**src/rtl/lsu_pkg.sv**
```systemverilog
// Shared types and constants for the data-cache load/store unit.
// Latency constants count cycles from the accept edge to resp_valid high.
package lsu_pkg;

   localparam int LSU_ADDR_WORDS = 256;

   typedef enum logic [2:0] {
      S_IDLE    = 3'd0,
      S_LD_RD   = 3'd1,
      S_LD_CAP  = 3'd2,
      S_ST_WR   = 3'd3,
      S_RMW_RD  = 3'd4,
      S_RMW_MRG = 3'd5,
      S_RESP    = 3'd6
   } state_t;

   localparam logic LANE_LO = 1'b0;
   localparam logic LANE_HI = 1'b1;

   localparam int LAT_LOAD   = 3;
   localparam int LAT_WSTORE = 2;
   localparam int LAT_BSTORE = 4;
   localparam int LAT_ERR    = 1;

endpackage

```
**src/rtl/lsu_byte_lane.sv**
```systemverilog
// Combinational byte-lane helper: lane extract with zero/sign fill for loads,
// lane replace for read-modify-write stores.
module lsu_byte_lane
   import lsu_pkg::*;
(
   input  logic [15:0] i_word,
   input  logic        i_lane,
   input  logic        i_sext,
   input  logic [7:0]  i_byte,
   output logic [15:0] o_load,
   output logic [15:0] o_merge
);

   logic [7:0] w_sel;

   assign w_sel   = (i_lane == LANE_LO) ? i_word[7:0] : i_word[15:8];
   assign o_load  = {{8{i_sext & w_sel[7]}}, w_sel};
   assign o_merge = (i_lane == LANE_HI) ? {i_byte, i_word[7:0]} : {i_word[15:8], i_byte};

endmodule

```
**src/rtl/dcache_lsu.sv**
```systemverilog
// Load/store unit for the 16-bit data cache; one request in flight, response held until i_resp_ready.
// Latency load 3 / word store 2 / byte store 4 / error 1; byte access built only with LSU_BYTE_ACCESS_EN.
module dcache_lsu
   import lsu_pkg::*;
#(
   parameter int ADDR_WORDS = LSU_ADDR_WORDS
) (
   input  logic        i_clk,
   input  logic        i_reset,
   input  logic        i_req_valid,
   output logic        o_req_ready,
   input  logic        i_req_we,
   input  logic        i_req_byte,
   input  logic        i_req_sext,
   input  logic [15:0] i_req_addr,
   input  logic [15:0] i_req_wdata,
   output logic        o_resp_valid,
   input  logic        i_resp_ready,
   output logic [15:0] o_resp_rdata,
   output logic        o_resp_err,
   output logic        o_cache_r_en,
   output logic        o_cache_w_en,
   output logic [15:0] o_cache_addr,
   output logic [15:0] o_cache_w_data,
   input  logic [15:0] i_cache_r_data
);

   localparam logic [15:0] L_IDX_LIMIT = 16'(ADDR_WORDS);

   state_t      r_state;
   state_t      w_next;
   logic [14:0] r_idx;
   logic [15:0] r_wdat;
   logic [15:0] r_rdata;
   logic        r_err;

   logic        w_accept;
   logic        w_misal;
   logic        w_err;
   logic        w_byte;
   logic [14:0] w_idx;
   logic [15:0] w_load_fmt;

   assign w_accept = i_req_valid && o_req_ready;
   assign w_idx    = i_req_addr[15:1];

`ifdef LSU_BYTE_ACCESS_EN
   logic        r_byte;
   logic        r_lane;
   logic        r_sext;
   logic [15:0] w_lane_load;
   logic [15:0] w_lane_merge;

   assign w_byte  = i_req_byte;
   assign w_misal = !i_req_byte && i_req_addr[0];

   lsu_byte_lane u_byte_lane (
      .i_word  (i_cache_r_data),
      .i_lane  (r_lane),
      .i_sext  (r_sext),
      .i_byte  (r_wdat[7:0]),
      .o_load  (w_lane_load),
      .o_merge (w_lane_merge)
   );

   assign w_load_fmt = r_byte ? w_lane_load : i_cache_r_data;
`else
   logic w_unused;

   assign w_unused   = ^{i_req_byte, i_req_sext};
   assign w_byte     = 1'b0;
   assign w_misal    = i_req_addr[0];
   assign w_load_fmt = i_cache_r_data;
`endif

   assign w_err = w_misal || ({1'b0, w_idx} >= L_IDX_LIMIT);

   always_ff @(posedge i_clk or posedge i_reset) begin
      if (i_reset) r_state <= S_IDLE;
      else         r_state <= w_next;
   end

   always_comb begin
      w_next = r_state;
      case (r_state)
         S_IDLE: begin
            if (w_accept) begin
               if (w_err)          w_next = S_RESP;
               else if (!i_req_we) w_next = S_LD_RD;
               else if (w_byte)    w_next = S_RMW_RD;
               else                w_next = S_ST_WR;
            end
         end
         S_LD_RD:   w_next = S_LD_CAP;
         S_LD_CAP:  w_next = S_RESP;
         S_ST_WR:   w_next = S_RESP;
`ifdef LSU_BYTE_ACCESS_EN
         S_RMW_RD:  w_next = S_RMW_MRG;
         S_RMW_MRG: w_next = S_ST_WR;
`endif
         S_RESP:    if (i_resp_ready) w_next = S_IDLE;
         default:   w_next = S_IDLE;
      endcase
   end

   // Request latch; RMW_MRG overwrites the store data with the merged word.
   always_ff @(posedge i_clk or posedge i_reset) begin
      if (i_reset) begin
         r_idx   <= '0;
         r_wdat  <= '0;
         r_rdata <= '0;
         r_err   <= 1'b0;
`ifdef LSU_BYTE_ACCESS_EN
         r_byte  <= 1'b0;
         r_lane  <= 1'b0;
         r_sext  <= 1'b0;
`endif
      end else begin
         if (w_accept) begin
            r_idx   <= w_idx;
            r_wdat  <= i_req_wdata;
            r_rdata <= '0;
            r_err   <= w_err;
`ifdef LSU_BYTE_ACCESS_EN
            r_byte  <= i_req_byte;
            r_lane  <= i_req_addr[0];
            r_sext  <= i_req_sext;
`endif
         end
         if (r_state == S_LD_CAP) r_rdata <= w_load_fmt;
`ifdef LSU_BYTE_ACCESS_EN
         if (r_state == S_RMW_MRG) r_wdat <= w_lane_merge;
`endif
      end
   end

   always_comb begin
      o_req_ready    = (r_state == S_IDLE) && !i_reset;
      o_resp_valid   = (r_state == S_RESP);
      o_cache_r_en   = (r_state == S_LD_RD) || (r_state == S_RMW_RD);
      o_cache_w_en   = (r_state == S_ST_WR);
      o_cache_addr   = (r_state == S_IDLE) ? 16'h0000 : {1'b0, r_idx};
      o_cache_w_data = r_wdat;
      o_resp_rdata   = r_rdata;
      o_resp_err     = r_err;
   end

endmodule

```
**config.mk**
```make
export PLATFORM = sky130hd
export DESIGN_NAME = dcache_lsu
export DESIGN_NICKNAME = d
export VERILOG_FILES = /design/src/rtl/lsu_pkg.sv /design/src/rtl/lsu_byte_lane.sv /design/src/rtl/dcache_lsu.sv
export SDC_FILE = /design/constraint.sdc
export NUM_CORES = 1
export LEC_CHECK = 0
export ABC_AREA = 1
export CAP_MARGIN = 10
export CORE_AREA = 2 2 76 78
export CTS_CLUSTER_SIZE = 16
export DETAILED_ROUTE_END_ITERATION = 10
export DIE_AREA = 0 0 78 80
export GPL_ROUTABILITY_DRIVEN = 0
export PLACE_DENSITY = 0.91
export SLEW_MARGIN = 20
export SYNTH_ARGS = -nofsm -noshare
export SYNTH_HDL_FRONTEND = slang
export SYNTH_SLANG_ARGS = --single-unit
```
**constraint.sdc**
```tcl
create_clock -name i_clk -period 4.1 [get_ports i_clk]
set_clock_uncertainty 0.1 [all_clocks]
set_input_delay 0.82 -clock i_clk [delete_from_list [all_inputs] [get_ports i_clk]]
set_output_delay 0.82 -clock i_clk [all_outputs]
set_load 0.02 [all_outputs]
```
* After elaboration in Yosys (flattened, before gate mapping)
Cells that the tools add are included.
Widths: inputs -> output; s select.
** Storage, ports and cells
- Input bits :: 55
- Output and inout port bits :: 53
- Word-level logic and storage cells :: 30
- Register bits :: 51
** Cells by class
- Order comparisons :: 1
- Reduce and logical (&&, ||, !) cells :: 9
- Eq/ne operators :: 7
- Muxes and demuxes :: 8
** Operators by type and width (number)
- $mux 16 :: 2
- $ge 15x9->1 const B :: 1
- $mux 15 :: 1
- $pmux 3 s4 :: 1
- $mux 3 :: 3
- $eq 3x2->1 const B :: 2
- $eq 3x3->1 const B :: 2
- $eq 3x1->1 const B :: 1
- $logic_not 3->1 :: 1
- $logic_and 1x1->1 :: 2
- $logic_or 1x1->1 :: 2
- $mux 2 :: 1
- $ne 2x1->1 const B :: 1
- $ne 2x2->1 const B :: 1
- $reduce_and 2->1 :: 1
- $reduce_bool 2->1 :: 1
- $reduce_or 2->1 :: 1
- $logic_not 1->1 :: 1

* Logic depth before layout (Yosys ltp)
- Word-level depth :: 5
- Gate-level depth with buffers :: 7
- Mapped depth without buffers :: 6

* Worst setup path after synthesis
OpenSTA, ideal clock, no wires.
- Kind :: input to register
- Start point :: input port i_reset
- End point :: register r_state[2]
- Arrival :: 2.375 ns
- Buffers on the path :: 0
- Path slack :: 1.560 ns
- Cell stages on the path :: 5
- Data required time :: 3.935 ns
- Setup time :: 0.065 ns
- Cell sequence :: inv_1 > a21oi_1 > nor2_1 > nand2_1 > nand2_1
** Between the ends
- Word-level cells in the longest chain between the ends :: 5
** Ends and longest elaborated chain
- from (decl) :: RTL line dcache_lsu.sv:9 : input logic i_reset,
- $logic_not 1->1 :: RTL line dcache_lsu.sv:138 : o_req_ready = (r_state == S_IDLE) && !i_reset;
- $logic_and 1x1->1 :: RTL line dcache_lsu.sv:138
- $logic_and 1x1->1 :: RTL line dcache_lsu.sv:44 : assign w_accept = i_req_valid && o_req_ready;
- $ne 2x2->1 (no line)
- $reduce_and 2->1 (no line)
- to (signal assigned) :: RTL line dcache_lsu.sv:80 : else r_state <= w_next;
- to (decl) :: RTL line dcache_lsu.sv:30 : state_t r_state;
Every way passes these cells.
A chain may end at the register's enable or synchronous reset.

* Worst setup path in the final report
- Start point :: input port i_reset
- End point :: output port o_req_ready
** Between the ends
- Word-level cells in the longest chain between the ends :: 2
** Ends and longest elaborated chain
- $logic_not 1->1 :: RTL line dcache_lsu.sv:138
- $logic_and 1x1->1 :: RTL line dcache_lsu.sv:138
- to (decl) :: RTL line dcache_lsu.sv:11 : output logic o_req_ready,
Every way passes these cells.

==> qor.csv <==
stage;metric;value;unit
worst_setup_path;CP Buf/Inv Count;2;
worst_setup_path;crit-path most repeated cell;clkdlybuf4s50_1;
global_routing;All-Layer GR Usage;17.38;%
worst_setup_path;Max stage delay cell, worst path;clkdlybuf4s50_1;
routing;WL final;5355;um
sta;fin crit period;3.229;ns
routing;DRT Pass-1 Iters;4;
power_and_ir_drop;Clock power frac;12.5;%
power_and_ir_drop;sequential power share;31.4;%
finish;fraction of layout cells with a size suffix above 1;7.778;%
floorplan;Die Footprint;0.006240;mm^2
clock_tree;root buf cell;clkbuf_8;
finish;cell area after layout;0.003427;mm^2
global_routing;antenna violations before repair;0;
power_and_ir_drop;switching part of the total power;40.95;%
synthesis;Post-Synth XOR/XNOR Area;0;%
clock_tree;Clock Latency Late Sink;0.30;ns
floorplan;Die Y;80;um
worst_setup_path;critical path launch point type;input pin;
power_and_ir_drop;pwr/cell area;782.8;mW/mm^2
sta;Max Slew Vio Count;0;
sta;final hold vios;0;
finish;diode count;0;
worst_setup_path;r2r setup slk;2.12;ns
hold_path;Hold Path Stages;2;
placed_design;DP HPWL;3797;um
synthesis;simple-gate share of the synthesized area;28.95;%
hold_path;Min-Delay Endpoint;o_cache_w_data[12];
clock_tree;clock sinks;51;
run_status;status;complete, no violations;
worst_setup_path;R2R Path End;r_idx[14];
placed_design;port bufs;104;
sta;worst slew pin tran;0.7365;ns
sta;setup tns final;0;ns
sta;final worst path period share;78.77;%
floorplan;Starting Density;42.29;%
routing;WL/cell;12.40;um
finish;fin util;63.40;%
synthesis;post-synthesis cell count;261;
routing;number of DRC markers in iteration 0;143;
routing;routed via count;2032;
worst_setup_path;RR Startpoint;r_state[2];
synthesis;Warnings, synthesis;0;
worst_setup_path;Max stage delay on crit path;0.66;ns
synthesis;post-synthesis sequential area ratio;55.83;%
hold_path;hold path start;o_cache_w_data[12];
worst_setup_path;worst-path fanout max;18;
global_routing;largest net degree at the start of global routing;65;
synthesis;Synth Area in Compound Gates;7.061;%
synthesis;cell area after synthesis;0.002286;mm^2
clock_tree;Reg clk slew, reported paths;0.09;ns
floorplan;# rows;27;
synthesis;Primary FF master, synth;dfrtp_1;
worst_setup_path;CP startpoint;i_reset;
synthesis;Async S/R FF share, synth;100.0;%
flow_run;max-cap violations;0;
synthesis;post-synthesis net count;316;
worst_setup_path;Crit Path Category;input pin to output port;
global_routing;Congestion Overflow GR;0;
power_and_ir_drop;combinational share of power;56.1;%
placed_design;placed instance area;0.003324;mm^2
synthesis;Synth top cells by count;nand2_1 (75), dfrtp_1 (51), nor2_1 (39);
routing;DR DRC count;0;
synthesis;leading area contributor after synthesis;dfrtp_1;
synthesis;mux cell area share after synthesis;0;%
synthesis;Yosys top cell area share;55.83;%
floorplan;num ports;108;
clock_tree;hold buffers post-CTS;0;
synthesis;FF+latch count, synth;51;
worst_setup_path;cell breakdown of the critical path;clkdlybuf4s50_1 > nor2_8 > clkdlybuf4s50_1;
clock_tree;CTS tree;yes;
worst_setup_path;CP top delay family;buffers and inverters;
finish;area grow syn2layout;49.92;%
synthesis;Synth Area in Adders;0;%
floorplan;chip width;78;um
sta;slew margin rel.;50.90;%
worst_setup_path;CP required;3.18;ns
global_routing;first-pass GRT wire length;8597;um
sta;Peak Freq;309.6;MHz
power_and_ir_drop;peak supply drop;0.0003658;V
clock_tree;CTS resizes;0;
synthesis;number of synthesized flops with an enable pin;0;
clock_tree;TritonCTS Buffers;5;
sta;final setup vio count;0;
synthesis;cell with the most instances after synthesis;nand2_1;
clock_tree;clk buf depth;2;
worst_setup_path;FF-to-FF path depth;6;
finish;nets;415;
worst_setup_path;CP Capture Type;output port;
routing;Vias/cell;4.704;
floorplan;CORE AREA;0.005405;mm^2
synthesis;largest family of logic cells by synthesized area;simple AND/OR/NAND/NOR gates;
power_and_ir_drop;leakage power;1.656;nW
synthesis;synth unique cells;20;
power_and_ir_drop;Tot Pwr;0.002683;W
sta;setup repair after global routing missed its margin;false;
power_and_ir_drop;sw power;0.001099;W
synthesis;dominant cells by area after synthesis;dfrtp_1 (56%), nand2_1 (12%), nand3_1 (7.2%);
routing;post-route ant nets;0;
synthesis;syn_area_per_cell;8.758;um^2
clock_tree;CTS H-tree lvls;2;
clock_tree;postcts setup bufs;0;
power_and_ir_drop;Internal;0.001584;W
global_routing;vias in the first global route;1943;
worst_setup_path;Arr. time, crit path;2.31;ns
finish;fill count;474;
hold_path;min-delay worst type;flop to flop;
-- cells in the final DEF (no fill, tap or decap) --
master / n
nor2_1: 39
bufinv_16: 1
clkbuf_1: 1
nor2_8: 1
o21ai_0: 1
a21oi_1: 1
clkdlybuf4s50_1: 104
nor2_4: 1
nand2_4: 2
conb_1: 1
inv_1: 20
nand2_1: 75
nand3_1: 33
dfrtp_1: 51
o21bai_1: 2
o21ai_1: 1
a21oi_2: 15
inv_2: 2
clkbuf_8: 5
nor3_1: 3
buf_4: 1
-- power groups by stage --
stage	Combinational, W	Sequential, W	Clock [W]
5_1_grt	0.00163	0.000868	0.000358
4_1_cts	0.00153	0.000843	0.000342
6_report	0.00151	0.000843	0.000334
2_1_floorplan	0.000674	0.00103	0
3_5_place_dp	0.00152	0.000851	0
3_3_place_gp	0.00149	0.000844	0
-- worst max-delay path by stage --
stage	cells after the start	slack [ns]	to
finish	3	0.87	o_req_ready
global route	3	0.82	o_req_ready
CTS	3	0.86	o_req_ready
detailed placement	3	0.86	o_req_ready
global placement	3	0.87	o_req_ready
floorplan	5	1.56	r_state[2]
-- logic make-up after synthesis --
group           count (synthesis)
other cells                     1
simple gates                  154
buf+inv                        35
flops                          51
compound gates                 20
-- tightest hold or removal path, delay by kind of cell (launching register included) --
kind	cells	cell delay, ns
flops	1	0.35
simple gates	2	0.09
-- metrics by stage --
stage          hold slack (ns)  std cells  setup slack (ns)
4_1_cts                 0.3804        432            0.8599
5_1_grt                 0.4007        432            0.8197
3_5_place_dp            0.3577        425            0.8637
3_3_place_gp            0.3527        425            0.8710
6_report                0.3762        432            0.8705
2_1_floorplan           0.3801        261             1.560
-- per-layer routing --
layer	part of all wire [%]	global-route usage [%]	routed length (um)	vias up
li1	-	-	-	1003
met1	41	20.07	2218	947
met2	51	31.72	2716	73
met3	6.1	4.186	325	9
met4	1.8	5.614	94	0
met5	0	0	0	-
-- sequential cells by signal, indices dropped and copies added, names as in the netlist --
name / count
r_state: 3
r_idx: 15
o_resp_rdata: 16
o_resp_err: 1
o_cache_w_data: 16
-- layout make-up --
cell class | instances | area (um^2) | share of cell area (%)
Clock buffer | 6 | 72.57 | 2.118
Clock inverter | 1 | 30.03 | 0.8762
Inverter | 22 | 82.58 | 2.410
Multi-Input combinational cell | 175 | 827.0 | 24.13
Sequential cell | 51 | 1276 | 37.24
Tap cell | 72 | 90.09 | 2.629
Timing Repair Buffer | 105 | 1049 | 30.60
Power figures use the tool's default switching activity.
